--- src/rtl/msrv32_decode_buffer.sv ---
// msrv32_decode_buffer
//
// Instruction decode buffer between fetch and decode. Fetched words and
// their PCs are queued in a small FIFO. The head entry is presented split
// into RISC-V fields, together with the immediate-format code used
// downstream. Fetch and decode are decoupled, and a redirect flush empties
// the buffer in a single cycle.
//
// Optional build macro:
//   MSRV32_ILLEGAL_DET_EN  adds illegal_out, which flags a head word with a
//                          non-RV32I opcode.
//
// Ports:
//   ms_riscv32_mp_clk_in / ms_riscv32_mp_rst_in  clock, async active-high reset
//   instr_in, pc_in, instr_valid_in              fetch side push
//   instr_ready_out                              buffer not full
//   flush_in                                     discard all entries
//   out_ready_in, out_valid_out                  decode side pop handshake
//   instr_31_7_out .. funct7_out                 head instruction fields
//   imm_type_out                                 immediate format of head
//   pc_out                                       PC of head (0 when empty)
//   count_out                                    occupancy
//   illegal_out                                  (macro only) head is illegal
module msrv32_decode_buffer #(
    parameter int unsigned DEPTH    = 2,
    parameter logic [31:0] NOP_WORD = 32'h0000_0013
) (
    input  logic                     ms_riscv32_mp_clk_in,
    input  logic                     ms_riscv32_mp_rst_in,
    input  logic [31:0]              instr_in,
    input  logic [31:0]              pc_in,
    input  logic                     instr_valid_in,
    output logic                     instr_ready_out,
    input  logic                     flush_in,
    input  logic                     out_ready_in,
    output logic                     out_valid_out,
    output logic [24:0]              instr_31_7_out,
    output logic [6:0]               opcode_out,
    output logic [4:0]               rd_addr_out,
    output logic [2:0]               funct3_out,
    output logic [4:0]               rs1_addr_out,
    output logic [4:0]               rs2_addr_out,
    output logic [6:0]               funct7_out,
    output logic [2:0]               imm_type_out,
    output logic [31:0]              pc_out,
    output logic [$clog2(DEPTH):0]   count_out
`ifdef MSRV32_ILLEGAL_DET_EN
    ,
    output logic                     illegal_out
`endif
);

    localparam int unsigned PtrW = $clog2(DEPTH);
    localparam int unsigned CntW = PtrW + 1;
    localparam logic [CntW-1:0] DepthC = CntW'(DEPTH);

    localparam logic [6:0] OpLoad   = 7'b0000011;
    localparam logic [6:0] OpMisc   = 7'b0001111;
    localparam logic [6:0] OpImm    = 7'b0010011;
    localparam logic [6:0] OpAuipc  = 7'b0010111;
    localparam logic [6:0] OpStore  = 7'b0100011;
    localparam logic [6:0] OpReg    = 7'b0110011;
    localparam logic [6:0] OpLui    = 7'b0110111;
    localparam logic [6:0] OpBranch = 7'b1100011;
    localparam logic [6:0] OpJalr   = 7'b1100111;
    localparam logic [6:0] OpJal    = 7'b1101111;
    localparam logic [6:0] OpSystem = 7'b1110011;

    logic [31:0]     instr_mem_q [DEPTH];
    logic [31:0]     pc_mem_q    [DEPTH];
    logic [PtrW-1:0] rd_ptr_q, rd_ptr_d;
    logic [PtrW-1:0] wr_ptr_q, wr_ptr_d;
    logic [CntW-1:0] count_q, count_d;

    logic        push, pop;
    logic [31:0] head_word;

    // Ready comes only from registered count, so a pop never frees a slot
    // for a push in the same cycle.
    assign instr_ready_out = (count_q < DepthC);
    assign out_valid_out   = (count_q != '0);
    assign count_out       = count_q;

    assign push = instr_valid_in && instr_ready_out;
    assign pop  = out_valid_out && out_ready_in;

    always_comb begin
        rd_ptr_d = rd_ptr_q;
        wr_ptr_d = wr_ptr_q;
        count_d  = count_q;
        if (flush_in) begin
            rd_ptr_d = '0;
            wr_ptr_d = '0;
            count_d  = '0;
        end else begin
            // DEPTH is a power of two, so pointers wrap naturally.
            if (push) wr_ptr_d = wr_ptr_q + PtrW'(1);
            if (pop)  rd_ptr_d = rd_ptr_q + PtrW'(1);
            if (push && !pop)      count_d = count_q + CntW'(1);
            else if (pop && !push) count_d = count_q - CntW'(1);
        end
    end

    always_ff @(posedge ms_riscv32_mp_clk_in or posedge ms_riscv32_mp_rst_in) begin
        if (ms_riscv32_mp_rst_in) begin
            rd_ptr_q <= '0;
            wr_ptr_q <= '0;
            count_q  <= '0;
        end else begin
            rd_ptr_q <= rd_ptr_d;
            wr_ptr_q <= wr_ptr_d;
            count_q  <= count_d;
        end
    end

    // Storage contents are don't-care after reset, so no reset here.
    always_ff @(posedge ms_riscv32_mp_clk_in) begin
        if (push && !flush_in) begin
            instr_mem_q[wr_ptr_q] <= instr_in;
            pc_mem_q[wr_ptr_q]    <= pc_in;
        end
    end

    assign head_word = out_valid_out ? instr_mem_q[rd_ptr_q] : NOP_WORD;
    assign pc_out    = out_valid_out ? pc_mem_q[rd_ptr_q]    : 32'h0;

    assign instr_31_7_out = head_word[31:7];
    assign opcode_out     = head_word[6:0];
    assign rd_addr_out    = head_word[11:7];
    assign funct3_out     = head_word[14:12];
    assign rs1_addr_out   = head_word[19:15];
    assign rs2_addr_out   = head_word[24:20];
    assign funct7_out     = head_word[31:25];

    always_comb begin
        imm_type_out = 3'b000;
        case (head_word[6:0])
            OpLoad, OpImm, OpJalr: imm_type_out = 3'b001;
            OpStore:               imm_type_out = 3'b010;
            OpBranch:              imm_type_out = 3'b011;
            OpLui, OpAuipc:        imm_type_out = 3'b100;
            OpJal:                 imm_type_out = 3'b101;
            // CSR immediate forms (funct3[2] set) use the zimm format.
            OpSystem:              imm_type_out = head_word[14] ? 3'b110 : 3'b001;
            default:               imm_type_out = 3'b000;
        endcase
    end

`ifdef MSRV32_ILLEGAL_DET_EN
    logic legal_op;

    always_comb begin
        legal_op = 1'b0;
        case (head_word[6:0])
            OpLoad, OpMisc, OpImm, OpAuipc, OpStore, OpReg, OpLui,
            OpBranch, OpJalr, OpJal, OpSystem: legal_op = 1'b1;
            default:                           legal_op = 1'b0;
        endcase
    end

    assign illegal_out = out_valid_out && ((head_word[1:0] != 2'b11) || !legal_op);
`endif

endmodule

--- config.mk ---
export PLATFORM = sky130hd
export DESIGN_NAME = msrv32_decode_buffer
export DESIGN_NICKNAME = d
export VERILOG_FILES = /design/src/rtl/msrv32_decode_buffer.sv
export SDC_FILE = /design/constraint.sdc
export NUM_CORES = 1
export LEC_CHECK = 0
export ABC_AREA = 1
export CORE_MARGIN = 8
export CORE_UTILIZATION = 45
export CTS_CLUSTER_SIZE = 8
export DETAILED_ROUTE_END_ITERATION = 10
export PLACE_DENSITY_LB_ADDON = 0.05
export SYNTH_ARGS = -nofsm -noshare
export SYNTH_HDL_FRONTEND = slang
export SYNTH_SLANG_ARGS = --single-unit
--- constraint.sdc ---
create_clock -name ms_riscv32_mp_clk_in -period 10.3 [get_ports ms_riscv32_mp_clk_in]
set_clock_uncertainty 0.2 [all_clocks]
set_input_delay 1.03 -clock ms_riscv32_mp_clk_in [delete_from_list [all_inputs] [get_ports ms_riscv32_mp_clk_in]]
set_output_delay 1.03 -clock ms_riscv32_mp_clk_in [all_outputs]
set_load 0.01 [all_outputs]
Yosys cells after proc, flatten, opt, wreduce, memory -nomap -nowiden
Memories as Yosys holds them, arrays and structs flattened.
Index checks and enable logic that the tools add are counted.
{"block": "classes", "magnitude_cmp": 1, "n_eq_ne": 9, "n_mux": 13, "reduce_logical": 14, "add_sub_neg": 4}
{"cell": "$mux 32", "n": 2}
{"cell": "$eq 7x7->1 const B", "n": 4}
{"cell": "$pmux 3 s6", "n": 1}
{"cell": "$eq 7x5->1 const B", "n": 2}
{"cell": "$eq 7x6->1 const B", "n": 2}
{"cell": "$eq 7x2->1 const B", "n": 1}
{"cell": "$mux 1", "n": 6}
{"cell": "$mux 2", "n": 3}
{"cell": "$reduce_bool 2->1", "n": 3}
{"cell": "$logic_and 1x1->1", "n": 5}
{"cell": "$logic_not 1->1", "n": 3}
{"cell": "$mux 3", "n": 1}
{"cell": "$reduce_bool 3->1", "n": 1}
{"cell": "$reduce_or 3->1", "n": 1}
{"cell": "$add 1x1->1 const B", "n": 2}
{"cell": "$add 2x1->2 const B", "n": 1}
{"cell": "$lt 2x2->1 const B", "n": 1}
{"cell": "$reduce_or 2->1", "n": 1}
{"cell": "$sub 2x1->2 const B", "n": 1}
{"block": "totals", "register_bits": 4, "elab_cells": 46, "ram_bits": 128, "memories": 2, "inputBits": 69, "output_inout_bits": 96}
{"name": "instr_mem_q", "depth": 2, "width": 32, "rd": 1, "rd_ports_with_merged_regs": 0, "write_ports": 1, "line": "69", "rtl": "logic [31:0] instr_mem_q [DEPTH];"}
{"name": "pc_mem_q", "depth": 2, "width": 32, "rd": 1, "rd_ports_with_merged_regs": 0, "write_ports": 1, "line": "70", "rtl": "logic [31:0] pc_mem_q [DEPTH];"}

Depth between registers and ports, before layout
{"block": "logic_depth", "word_depth": 7, "mapped_depth": 11, "ltp_nobuf": 10}

Worst setup path after synthesis
Ideal clock, no wire load.
{"block": "synth_path", "path_type": "input port to flip-flop", "from": "input port instr_valid_in", "to": "memory instr_mem_q[0][0] (enable)", "stages": 4, "setup_ps": 486, "path_slack_ps": 5676, "arrival_ps": 3938, "n_path_buf": 0, "required_ps": 9614, "cell_sequence": "nand2_1 -> inv_1 -> nand2_1 -> nor2_1"}
{"block": "synth_between", "elab_chain_len": 4}
{"item": "start, declared", "line": "32", "rtl": "input logic instr_valid_in,"}
{"item": "$logic_and 1x1->1", "line": "84", "rtl": "assign push = instr_valid_in && instr_ready_out;"}
{"item": "$logic_and 1x1->1", "line": "118", "rtl": "if (push && !flush_in) begin"}
{"item": "$mux 1", "line": "118"}
{"item": "$mux 1 (not written as such)", "line": "119", "rtl": "instr_mem_q[wr_ptr_q] <= instr_in;"}
{"item": "end, declared", "line": "69"}
No other way between the ends.

Worst setup path in the final report
{"block": "layout_path", "from": "register rd_ptr_q", "to": "output port pc_out[29]"}
{"block": "layout_between", "elab_chain_len": 2}
{"item": "start, declared", "line": "71", "rtl": "logic [PtrW-1:0] rd_ptr_q, rd_ptr_d;"}
{"item": "start signal, assigned", "line": "110", "rtl": "rd_ptr_q <= rd_ptr_d;"}
{"item": "$mem_v2 2x32"}
{"item": "$mux 32", "line": "125", "rtl": "assign pc_out = out_valid_out ? pc_mem_q[rd_ptr_q] : 32'h0;"}
{"item": "end, declared", "line": "45", "rtl": "output logic [31:0] pc_out,"}
No other way between the ends.

==> results.ini <==
[logic_synthesis]
ys_seq_elements = 132
synth_warnings = 0
synth_compound_area_frac = 0.06585
synth.area.top_cells = edfxtp_1, nand2_1, a21oi_1
syn_inst = 431
yosys.area.top_type_share = 0.7123
ys_seq_area_frac = 0.7308
yosys.area.top_type = edfxtp_1
yosys.area_share.adder = 0
syn_area_um2 = 5396
synthSimpleGateAreaFrac = 0.1370
syn_area_per_cell_um2 = 12.52
synth_top_family_by_area = simple AND/OR/NAND/NOR gates
synthMuxAreaShare = 0
synth_cell_types = 25
synth_xor_area_frac = 0
syn_nets = 500

[clock_tree]
clockBufferDepth = 2
hold_buffers = 0
htree_levels = 4
cts.sink_count = 132
clock_latency_ns = 0.40
clockRootBuffer = clkbuf_16
cts_buffers = 17
tritoncts = yes
cts_resized = 0
cts.clk_slew.worst_paths_ns = 0.05
cts_setup_buffers = 0

[routing]
dr.pass1.iters = 4
vias_per_cell = 4.903
wl_per_cell_um = 16.89
drc = 0
final_antenna_net_count = 0
vias = 3594
drtIter0Drc = 224
totalWireLength_um = 12380

[setup_path]
path_max_fanout = 35
rr_startpoint = count_out[1]
endpoint_kind = primary output
reg2reg_depth = 6
rrSetupSlack_ns = 7.53
reg2reg_to = pc_mem_q[1][24]
worstSetupPathType = reg2out
critical_path_arrival_ns = 2.69
cp.required_ns = 9.07
critPathLaunchType = register

[timing]
fmax_mhz = 255.0
slew_violations = 0
post-route-min-period_ns = 3.922
maxSlewHeadroom = 0.3562
worstMarginPinSlew_ns = 0.9634
finalHoldViolations = 0
tns_ns = 0
finalCritPeriodShare = 0.3808
finalSetupViolations = 0
rsz0062_at_grt = false
setup_slack_ns = 6.378

[grt]
grt_max_degree = 65
grt_overflow = 0
antenna_found_initial = 0
use_met2 = 0.2727
grt_busiest_layer = met2
gr-usage-met1 = 0.1734
grt_usage = 0.1585
grt_pass1_wl_um = 19570
grt_pass1_vias = 3762
use_met3 = 0.05950

[status]
status = completed

[place]
place_ws_ns = 6.550
port-buffer-count = 164
detailed_place_hpwl_um = 8251
dp.cells = 701
gp_congestion = 0.7871

[min_path]
hold_path_class = reg2reg
min_from = wr_ptr_q
whs_path_depth = 1
min_to = wr_ptr_q

[cells_and_area]
nets = 642
mostFrequentLayoutCell = clkdlybuf4s50_1
final_util = 0.6450
stdcell_count = 733
fill_cells = 927
area_growth_syn_to_layout_pct = 41.78
diodes = 0
layout-drive-gt1-share = 0.1024
mostFrequentLayoutCells = clkdlybuf4s50_1, nand2_1, edfxtp_1

[run]
cap_violations = 0

[floorplan]
rows = 40
dieArea_um2 = 15750
start_util = 0.4550
fp.dieW_um = 125.5
die_y_um = 125.5
coreArea_um2 = 11860
io_pins = 165

[power]
p_leak_nw = 2.735
powerDensity_nw_per_um2 = 260.7
peakVddDrop_mv = 0.1370
power_mw = 1.994

[per-stage QoR]
stage | instance area [um2] | hold slack, ns
after floorplan | 5396 | 0.2809
after global placement | 6964 | 0.3812
after detailed placement | 6964 | 0.3954
after CTS | 7651 | 0.4066
after global routing | 7651 | 0.4560
final | 7651 | 0.3910
[worst max-delay path, stage by stage, from the launching register on]
cell and delay (ns):
dfrtp_2 0.40, inv_2 0.48, buf_4 0.47, nand2_1 0.08
a21oi_1 0.25, clkdlybuf4s50_1 0.59
[flip-flops by register name, indices dropped and copies added (netlist names)]
signal	cells
instr_mem_q	64
wr_ptr_q	1
count_out	2
rd_ptr_q	1
pc_mem_q	64
[final cells by class]
class | count | area [um2] | share of cell area
tap | 147 | 183.9 | 0.02404
multi-input combinational | 242 | 1115 | 0.1457
clock inverter | 14 | 257.7 | 0.03369
sequential | 132 | 3945 | 0.5156
timing repair buffer | 169 | 1679 | 0.2195
clock buffer | 18 | 429.2 | 0.05609
inverter | 11 | 41.29 | 0.005397
[Yosys cell counts (all sizes together)]
library cell / count
nand2: 145
nand3: 13
o31ai: 1
o21ai: 6
nor2: 14
buf: 43
nand3b: 1
clkbuf: 3
edfxtp: 128
dfrtp: 4
o22ai: 1
inv: 11
a21oi: 60
nand4: 1
[report_power, final]
part | switching [mW] | internal, mW | leakage, nW
clock | 0.213 | 0.478 | 0.333
combinational | 0.349 | 0.305 | 1.18
sequential | 0.0129 | 0.637 | 1.22
total | 0.575 | 1.42 | 2.73
[kinds of logic after synthesis]
logic type,after synthesis
AOI/OAI and AO/OA,68
DFF,132
buffers and inverters,57
and+or+nand+nor,174
[how the worst max path moves through the flow]
stage	slack (ns)	cells past startpoint	to	startpoint
6_report	6.38	5	pc_out[29]	rd_ptr_q
5_1_grt	6.15	10	imm_type_out[0]	rd_ptr_q
4_1_cts	6.31	5	instr_31_7_out[23]	rd_ptr_q
3_5_place_dp	6.55	6	pc_mem_q[1][12]	instr_valid_in
3_3_place_gp	6.56	6	pc_mem_q[0][4]	instr_valid_in
2_1_floorplan	5.68	4	instr_mem_q[0][0]	instr_valid_in
[metal layers]
| metal | part of all wire | up-vias |
|---|---|---|
| met5 | 0 | - |
| met2 | 0.51 | 115 |
| met3 | 0.072 | 16 |
| met4 | 0.017 | 0 |
| li1 | - | 1755 |
| met1 | 0.40 | 1708 |
No activity file was read; power rests on OpenSTA's default activity.
